--- src/rtl/rv32_pkg.sv ---
// Shared RV32 pipeline constants and the IF/ID payload type.
// The ID/EX register reuses the same payload type.
package rv32_pkg;

    localparam int unsigned XLEN = 32;
    localparam int unsigned ILEN = 32;
    localparam logic [ILEN-1:0] NOP_INSN = 32'h0000_0013;

    typedef struct packed {
        logic [ILEN-1:0] instr;
        logic [XLEN-1:0] pc;
    } if_id_t;

endpackage

--- src/rtl/pipe_slot.sv ---
// One pipeline storage slot: a valid bit plus a payload register.
// Clear has priority over load, and a cleared slot holds ClearVal.
module pipe_slot #(
    parameter int unsigned      Width    = 64,
    parameter logic [Width-1:0] ClearVal = '0
) (
    input  logic             clk_i,
    input  logic             rst_ni,
    input  logic             load_i,
    input  logic             clear_i,
    input  logic [Width-1:0] data_i,
    output logic             valid_o,
    output logic [Width-1:0] data_o
);

    logic             valid_d, valid_q;
    logic [Width-1:0] data_d, data_q;

    always_comb begin
        valid_d = valid_q;
        data_d  = data_q;
        if (clear_i) begin
            valid_d = 1'b0;
            data_d  = ClearVal;
        end else if (load_i) begin
            valid_d = 1'b1;
            data_d  = data_i;
        end
    end

    always_ff @(posedge clk_i or negedge rst_ni) begin
        if (!rst_ni) begin
            valid_q <= 1'b0;
            data_q  <= ClearVal;
        end else begin
            valid_q <= valid_d;
            data_q  <= data_d;
        end
    end

    assign valid_o = valid_q;
    assign data_o  = data_q;

endmodule

--- src/rtl/if_id_stage_reg.sv ---
// IF/ID pipeline register with valid/ready handshake, optional 2-entry skid buffer,
// synchronous flush and NOP presentation on empty slots.
module if_id_stage_reg #(
    parameter int unsigned     XLEN     = rv32_pkg::XLEN,
    parameter int unsigned     ILEN     = rv32_pkg::ILEN,
    parameter logic [ILEN-1:0] NOP_INSN = rv32_pkg::NOP_INSN,
    parameter bit              SKID_EN  = 1'b1
) (
    input  logic            clk,
    input  logic            rst_n,
    input  logic            in_valid,
    output logic            in_ready,
    input  logic [ILEN-1:0] in_instr,
    input  logic [XLEN-1:0] in_pc,
    input  logic            flush,
    output logic            out_valid,
    input  logic            out_ready,
    output logic [ILEN-1:0] out_instr,
    output logic [XLEN-1:0] out_pc,
    output logic [1:0]      occupancy
);

    localparam int unsigned W = ILEN + XLEN;
    localparam logic [W-1:0] ClearVal = {NOP_INSN, {XLEN{1'b0}}};

    logic         in_fire, drain, main_free;
    logic         main_valid, skid_valid;
    logic [W-1:0] main_data, skid_data, in_data, main_din;
    logic         main_load, main_clr, skid_load, skid_clr;
    logic         main_valid_d, skid_valid_d;
    logic [1:0]   occupancy_d, occupancy_q;

    assign in_data   = {in_instr, in_pc};
    assign in_fire   = in_valid & in_ready;
    assign drain     = main_valid & out_ready;
    assign main_free = ~main_valid | drain;

    // Steering: main refills from skid first so order stays main-before-skid.
    always_comb begin
        main_load = 1'b0;
        main_clr  = 1'b0;
        main_din  = in_data;
        skid_load = 1'b0;
        skid_clr  = 1'b0;
        if (flush) begin
            main_clr = 1'b1;
            skid_clr = 1'b1;
        end else if (main_free) begin
            if (skid_valid) begin
                main_load = 1'b1;
                main_din  = skid_data;
                if (in_fire) begin
                    skid_load = 1'b1;
                end else begin
                    skid_clr = 1'b1;
                end
            end else if (in_fire) begin
                main_load = 1'b1;
            end else begin
                main_clr = 1'b1;
            end
        end else if (in_fire) begin
            skid_load = 1'b1;
        end
    end

    always_comb begin
        main_valid_d = main_clr ? 1'b0 : (main_load ? 1'b1 : main_valid);
        skid_valid_d = 1'b0;
        if (SKID_EN) begin
            skid_valid_d = skid_clr ? 1'b0 : (skid_load ? 1'b1 : skid_valid);
        end
        occupancy_d = {1'b0, main_valid_d} + {1'b0, skid_valid_d};
    end

    pipe_slot #(
        .Width    (W),
        .ClearVal (ClearVal)
    ) u_main (
        .clk_i   (clk),
        .rst_ni  (rst_n),
        .load_i  (main_load),
        .clear_i (main_clr),
        .data_i  (main_din),
        .valid_o (main_valid),
        .data_o  (main_data)
    );

    if (SKID_EN) begin : g_skid
        logic in_ready_q;

        pipe_slot #(
            .Width    (W),
            .ClearVal (ClearVal)
        ) u_skid (
            .clk_i   (clk),
            .rst_ni  (rst_n),
            .load_i  (skid_load),
            .clear_i (skid_clr),
            .data_i  (in_data),
            .valid_o (skid_valid),
            .data_o  (skid_data)
        );

        always_ff @(posedge clk or negedge rst_n) begin
            if (!rst_n) begin
                in_ready_q <= 1'b1;
            end else begin
                in_ready_q <= ~skid_valid_d;
            end
        end

        assign in_ready = in_ready_q;
    end else begin : g_no_skid
        assign skid_valid = 1'b0;
        assign skid_data  = ClearVal;
        assign in_ready   = ~main_valid | out_ready;
    end

    always_ff @(posedge clk or negedge rst_n) begin
        if (!rst_n) begin
            occupancy_q <= 2'd0;
        end else begin
            occupancy_q <= occupancy_d;
        end
    end

    assign out_valid = main_valid;
    assign out_instr = main_data[W-1:XLEN];
    assign out_pc    = main_data[XLEN-1:0];
    assign occupancy = occupancy_q;

    a_in_stable: assert property (@(posedge clk) disable iff (!rst_n)
        (in_valid && !in_ready && !flush) |=>
        (!in_valid || ($stable(in_instr) && $stable(in_pc))));

    a_occ_bound: assert property (@(posedge clk) disable iff (!rst_n)
        occupancy <= (SKID_EN ? 2'd2 : 2'd1));

endmodule

--- config.mk ---
export PLATFORM = sky130hd
export DESIGN_NAME = if_id_stage_reg
export DESIGN_NICKNAME = d
export VERILOG_FILES = /design/src/rtl/rv32_pkg.sv /design/src/rtl/pipe_slot.sv /design/src/rtl/if_id_stage_reg.sv
export SDC_FILE = /design/constraint.sdc
export NUM_CORES = 1
export LEC_CHECK = 0
export BUFFER_PORTS_ARGS = -buffer_cell sky130_fd_sc_hd__clkbuf_2
export CAP_MARGIN = 20
export CORE_MARGIN = 3
export CORE_UTILIZATION = 54
export DETAILED_ROUTE_END_ITERATION = 8
export GPL_TIMING_DRIVEN = 0
export PLACE_DENSITY_LB_ADDON = 0.25
export RECOVER_POWER = 25
export SLEW_MARGIN = 10
export SYNTH_ARGS = -nofsm -noshare
export SYNTH_HDL_FRONTEND = slang
export SYNTH_SLANG_ARGS = --single-unit
--- constraint.sdc ---
create_clock -name clk -period 2.1 [get_ports clk]
set_clock_uncertainty 0.2 [all_clocks]
set_input_delay 0.21 -clock clk [delete_from_list [all_inputs] [get_ports clk]]
set_output_delay 0.21 -clock clk [all_outputs]
set_load 0.05 [all_outputs]
==> results of run 1 <==
-- registers in the layout (all words and copies together) (netlist names) --
register               count
in_ready                   1
occupancy                  2
g_skid.u_skid.data_o      64
g_skid.u_skid.valid_o      1
u_main.data_o             64
u_main.valid_o             1
-- layer usage --
layer	wire length [um]	part of all wire [%]	vias to the layer above
met5	0	0	-
met2	7680	50	168
met3	909	5.9	35
li1	-	-	2373
met4	365	2.4	0
met1	6360	42	2452
-- report_power, final --
part | internal, mW | switching, mW | leakage (nW)
clock network | 1.70 | 1.11 | 0.264
registers | 2.72 | 0.0860 | 1.79
logic | 0.392 | 0.773 | 1.59
-- cell type report --
class / instances / share of cell area, %
flip-flops and latches: 133 / 41.9
well taps: 136 / 2.14
multi-input cells: 398 / 26.9
clock buffers: 18 / 5.37
clock inverters: 13 / 1.70
repair buffers: 207 / 17.6
plain buffers: 41 / 4.12
inverters: 4 / 0.189
-- cells in the final DEF (no fill, tap or decap), drive strengths merged --
master,netlist,final
nand3,3,3
ha,1,1
a221oi,3,3
o21ai,62,62
nor2b,1,1
bufinv,0,2
clkinv,0,6
mux2i,61,61
dfstp,7,7
a21oi,69,69
dlygate4sd3,0,69
a21o,2,2
nor3,1,1
buf,33,34
clkinvlp,0,5
or3,2,2
nor2,2,2
dfrtp,126,126
nand2,190,190
nand2b,1,1
inv,4,4
clkbuf,8,163
-- kinds of logic (layout without fill, tap and decap cells) --
| logic type | after synthesis | count (layout) |
|---|---|---|
| AO/OA/AOI/OAI | 136 | 136 |
| adder cells (fa/ha/maj) | 1 | 1 |
| buffers and inverters | 45 | 283 |
| flip-flops | 133 | 133 |
| multiplexers | 61 | 61 |
| AND/OR/NAND/NOR | 200 | 200 |
-- path summary, 6_finish.rpt --
check,end,from,slack [ns],cells after the start
max in group asynchronous,u_main.data_o[60]$_DFFE_PN0P_,rst_n,0.83,3
min in group clk,u_main.data_o[32]$_DFFE_PN1P_,u_main.data_o[32]$_DFFE_PN1P_,0.26,2
worst min-delay path,g_skid.u_skid.data_o[15]$_DFFE_PN0P_,rst_n,0.19,3
worst max register to register,occupancy[0]$_DFF_PN0_,in_ready$_DFF_PN1_,0.09,6
worst max-delay path,occupancy[0]$_DFF_PN0_,in_ready$_DFF_PN1_,0.09,6
worst min register to register,u_main.data_o[32]$_DFFE_PN1P_,u_main.data_o[32]$_DFFE_PN1P_,0.26,2
-- repair_timing --
item	CTS	global route
endpoints found under the setup margin	0	1
hold buffers	70	0
hold endpoints to repair	257	0
resized for setup	0	1
-- metrics by stage --
step,area [um2],TNS (ns)
6_report,7960,0
5_1_grt,7960,0
4_1_cts,7980,0
3_5_place_dp,6710,0
3_3_place_gp,6670,-184.55
2_1_floorplan,5820,0
-- critical path, cell delays in order, from the launching register on --
cell,delay [ns]
dfstp_2,0.54
nand2_1,0.11
a21o_1,0.19
buf_4,0.18
buf_2,0.20
a21oi_2,0.20
ha_1,0.26
==> impl_results.md, run 1 <==
* Number of instances in the synthesized netlist at 576
* DP Cell Count at 849
* Post-layout min period at 2.01 ns
* Area of the mapped netlist at 0.00582 mm2
* Status: finished clean
* Met2 track demand over resource in global routing at 44.7%
* Worst slack after detailed placement at 0.0610 ns
* Post-Syn Area per Cell at 10.1 um2
* Complex-gate fraction of the synthesized area at 12.5%
* Simple-gate area share of the yosys netlist at 13.6%
* Largest cells by area after synthesis: dfrtp_1, nand2_1, mux2i_1, a21oi_1, o21ai_1
* Max-slew violation count at 0
* Number of synthesized flops with an enable pin at 0
* DRC at 0
* Total gr overflow at 0
* Wire length of the first global-routing pass at 24300 um
* Chip Height at 110 um
* GRT Total Usage at 26.3%
* Portion of synthesized cell area occupied by the leading cell type at 54.2%
* Post-Synth Adder-Cell Area at 0.215%
* Busiest layer in global routing: met2
* Count of port buffers added during placement at 136
* Number of vias per cell after detailed routing at 5.29
* Worst-path fanout max at 10
* Arrival @ worst endpoint at 2.21 ns
* Max cap viols at 0
* Final count of hold timing violations at 0
* Power per Cell Area at 852 mW/mm2
* Starting density of the core at 55.9%
* Peak ir drop on the vdd network at 0.511 mV
* Setup repair after global routing missed its margin: false
* Die width at 110 um
* Post-synth cell types at 22
* Core Region at 0.0104 mm2
* Ratio of cells with drive above 1 in the final layout at 27.4%
* Worst endpoint required time at 2.30 ns
* Number of global-route vias before repair at 5087
* Endpoints failing setup at 0
* Antenna violations before repair at 0
* Worst Setup Slack, final at 0.0935 ns
* Clock Latency Late Sink at 0.52 ns
* Area of the die at 0.0121 mm2
* Fraction of synthesized area in multiplexers at 10.5%
* Hold crit path type: primary input to asynchronous set/reset pin
* Layout area overhead at 36.8%
* Number of standard cells in the layout, taps in and fillers out at 950
* Final period util at 95.5%
* Clock H-tree levels at 4
* Routability Congestion at 0.761
* Total CTS buffers at 17
* Multi-input logic area at 0.00214 mm2
* Share of the core filled with cells at 76.4%
* Final Net Count at 872
* DR iter-0 viols at 317
* Nature of the critical path startpoint: register
* Buffers from clock root to sink, at most at 2
* Most instantiated cells after synthesis: nand2_1, dfrtp_1, a21oi_1, mux2i_1, o21ai_1
* Grt met3 use at 6.75%
* Overall power after layout at 6.79 mW
* Post-CTS setup repair buffer count at 0
* Total number of vias at 5028
* Fraction of the yosys area taken by sequential cells at 57.3%
* Drt wl/cell at 16.1 um
* Clock-pin slew reported for the worst setup and hold paths after clock tree synthesis at 0.06 ns
* Synthesized net count at 646
* Leakage power of the design at 3.64 nW
* Register bit total from synthesis at 133
* Start-to-end type of the worst setup path: register to register
* Dominant cell by count in the synthesized netlist: nand2_1
* I/O pins at 137
* Async S/R FF share, synth at 100%
* Aggregate routed wire length at 15300 um
* First-pass iteration count of the detailed router at 5
* Pin count of the biggest net entering global routing at 102
* Worst hold slack across all endpoints at 0.195 ns
* Actual transition at the worst max-transition pin at 0.785 ns
* Number of rows created at floorplan at 37
* Relative slew slack at 47.7%
* CTS tree: built
* TritonCTS sink count at 133
* Post-detail-place hpwl at 9670 um
* Highest clock frequency the design can meet at 0.498 GHz
* Synthesis Warnings at 0
* Worst setup EP type: register
* Post-synthesis share of cell area spent on xor and xnor gates at 0%
* FILL cells at 697
* Storage element area at 0.00334 mm2
* Cell taking the most area after synthesis: dfrtp_1
* Met1 track demand over resource in global routing at 31.6%
* Diode count at 0
* Post-route antenna net violation count at 0
* Root Buffer Master: clkbuf_8
* Combinational family with the most area after synthesis: simple AND/OR/NAND/NOR gates
* Main synth FF type: dfrtp_1
No activity file was read; power rests on OpenSTA's default activity.
==> run 2: changes to the inputs <==
--- a/constraint.sdc
+++ b/constraint.sdc
@@ -4,2 +4,2 @@
 set_output_delay 0.21 -clock clk [all_outputs]
-set_load 0.05 [all_outputs]
+set_load 0.01 [all_outputs]
==> impl_results.md, run 2 (synthesized netlist as in run 1, its figures left out) <==
* Max-slew violation count at 0 (unchanged)
* Leakage power of the design at 3.65 nW (+0.34%)
* Nature of the critical path startpoint: register
* Total number of vias at 4965 (-1.3%)
* DRC at 0 (unchanged)
* Net switching power at 1.64 mW (-17%)
* Cell type group with the largest total delay on the critical path: flip-flops
* Number of rows created at floorplan at 37 (unchanged)
* Worst setup EP type: register
* Drt wl/cell at 15.7 um (-2.4%)
* DR iter-0 viols at 194 (-39%)
* Core Region at 0.0104 mm2 (unchanged)
* Status: finished clean
* Post-layout min period at 1.97 ns (-0.0358 ns)
* Post-route antenna net violation count at 0 (unchanged)
* Final period util at 93.8% (-1.7 points)
* Number of global-route vias before repair at 5068 (-0.37%)
* Chip Height at 110 um (unchanged)
* Arrival @ worst endpoint at 2.17 ns (-0.04 ns)
* TritonCTS sink count at 133 (unchanged)
* First-pass iteration count of the detailed router at 4 (-1)
* Root Buffer Master: clkbuf_8
* CTS tree: built
* Switching share of total power at 24.9% (-4.2 points)
* Worst-path cell chain: nand2_1 -> a21o_1 -> buf_4 -> buf_2 -> a21oi_2 -> ha_1
* Endpoints failing setup at 0 (unchanged)
* Hold crit path type: primary input to register
* Most common cell after layout, fill and taps aside: nand2_1
* Clock H-tree levels at 4 (unchanged)
* Worst-path fanout max at 10 (unchanged)
* Worst-path cell with the longest stage delay: dfstp_2
* Overall power after layout at 6.60 mW (-2.8%)
* Number of vias per cell after detailed routing at 5.23 (-1.1%)
* Post-detail-place hpwl at 9840 um (+1.8%)
* Count of port buffers added during placement at 136 (unchanged)
* Max cap viols at 0 (unchanged)
* Worst path buffer plus inverter count at 2 (unchanged)
* Area of the die at 0.0121 mm2 (unchanged)
* I/O pins at 137 (unchanged)
* Final Net Count at 870 (-0.23%)
* Antenna violations before repair at 0 (unchanged)
* Setup repair after global routing missed its margin: false
* FILL cells at 735 (+5.5%)
* Worst path max stage delay at 0.54 ns (about the same)
* Relative slew slack at 4.74% (-43 points)
* Die width at 110 um (unchanged)
* Number of standard cells in the layout, taps in and fillers out at 949 (-0.11%)
* Total gr overflow at 0 (unchanged)
* Commonest cells after routing, fill and taps aside: nand2_1, clkbuf_2, dfrtp_1
* Fraction of power consumed by the clock network at 44.1% (+2.6 points)
* Wire length of the first global-routing pass at 23900 um (-1.7%)
* Power per Cell Area at 828 mW/mm2 (-2.8%)
* Clock Latency Late Sink at 0.51 ns (about the same)
* Pin count of the biggest net entering global routing at 72 (-29%)
* Highest clock frequency the design can meet at 0.507 GHz (+1.8%)
* Final count of hold timing violations at 0 (unchanged)
* Total CTS buffers at 17 (unchanged)
* DP Cell Count at 849 (unchanged)
* Starting density of the core at 55.9% (unchanged)
* Worst hold slack across all endpoints at 0.0617 ns (-0.133 ns)
* Layout area overhead at 36.8% (about the same)
* GRT Total Usage at 25.8% (-0.48 points)
* Start-to-end type of the worst setup path: register to register
* Slack of the worst reg-to-reg path at 0.13 ns (+0.04 ns)
* Actual transition at the worst max-transition pin at 1.43 ns (+0.644 ns)
* Ratio of cells with drive above 1 in the final layout at 27.1% (-0.34 points)
* Sequential Power Share at 42.5% (+1.1 points)
* Post-CTS setup repair buffer count at 0 (unchanged)
* Routability Congestion at 0.772 (+1.5%)
* Diode count at 0 (unchanged)
* Aggregate routed wire length at 14900 um (-2.5%)
* Share of the core filled with cells at 76.5% (about the same)
* Peak ir drop on the vdd network at 0.476 mV (-7.0%)
* Multi-input logic area at 0.00214 mm2 (unchanged)
* Storage element area at 0.00334 mm2 (about the same)
* Design internal power at 4.96 mW (+2.9%)
* Worst endpoint required time at 2.30 ns (about the same)
* Buffers from clock root to sink, at most at 2 (unchanged)
* Clock-pin slew reported for the worst setup and hold paths after clock tree synthesis at 0.06 ns (about the same)
* Share of total power in combinational logic at 13.3% (-3.9 points)
## run 2: changes by cell type in the layout (fill, tap and decap cells not counted), sizes merged
cell and delta:
buf +1, clkbuf +5, clkinv -3, dlygate4sd3 -1, clkinvlp -3
## run 2: power groups by stage
stage	combinational [mW]	sequential (mW)	clock, mW
floorplan	0.394	2.88	0
global placement	0.749	2.84	0
detailed placement	0.781	2.85	0
CTS	0.886	2.80	2.95
global route	0.970	2.82	3.06
finish	0.879	2.80	2.91
## run 2: cell type report
cell class,instances,area share [%]
Clock inverter,7,1.18
Clock buffer,25,6.21
Inverter,4,0.189
Sequential cell,133,41.9
Multi-Input combinational cell,398,26.9
Buffer,41,4.12
Timing Repair Buffer,205,17.3
Tap cell,136,2.14
## run 2: worst paths after layout
check	startpoint	endpoint	cells after the start
worst max-delay path	in_ready$_DFF_PN1_	occupancy[0]$_DFF_PN0_	6
worst min register to register	u_main.data_o[32]$_DFFE_PN1P_	u_main.data_o[32]$_DFFE_PN1P_	2
max in group asynchronous	rst_n	in_ready$_DFF_PN1_	3
min in group asynchronous	rst_n	u_main.data_o[15]$_DFFE_PN0P_	2
worst min-delay path	out_ready	u_main.data_o[0]$_DFFE_PN0P_	5
worst max register to register	in_ready$_DFF_PN1_	occupancy[0]$_DFF_PN0_	6
## run 2: timing repair
item                                    in CTS  in global routing
resized for setup                            0                  1
hold endpoints to repair                   263                  0
hold buffers                                68                  0
endpoints found under the setup margin       0                  1
## run 2: metrics by stage
stage                     area [um2]  TNS, ns  worst slack [ns]
after floorplan                 5820        0             0.256
after global placement          6670  -181.15             -1.41
after detailed placement        6710        0            0.0843
after CTS                       7980        0            0.0688
after global routing            7960        0            0.0336
final                           7960        0             0.129
## run 2: worst min-delay path, stage by stage
cell and delay (ns):
clkbuf_2 0.12, nand2b_4 0.15, nor2_2 0.12, nand2_1 0.09
o21ai_1 0.05
## run 2: routing by layer
metal	part of all wire (%)	track usage (%)	routed length [um]
met5	0	0	0
met4	2.3	10.9	345
met3	5.8	5.93	863
met2	50	43.6	7520
met1	42	31.8	6200
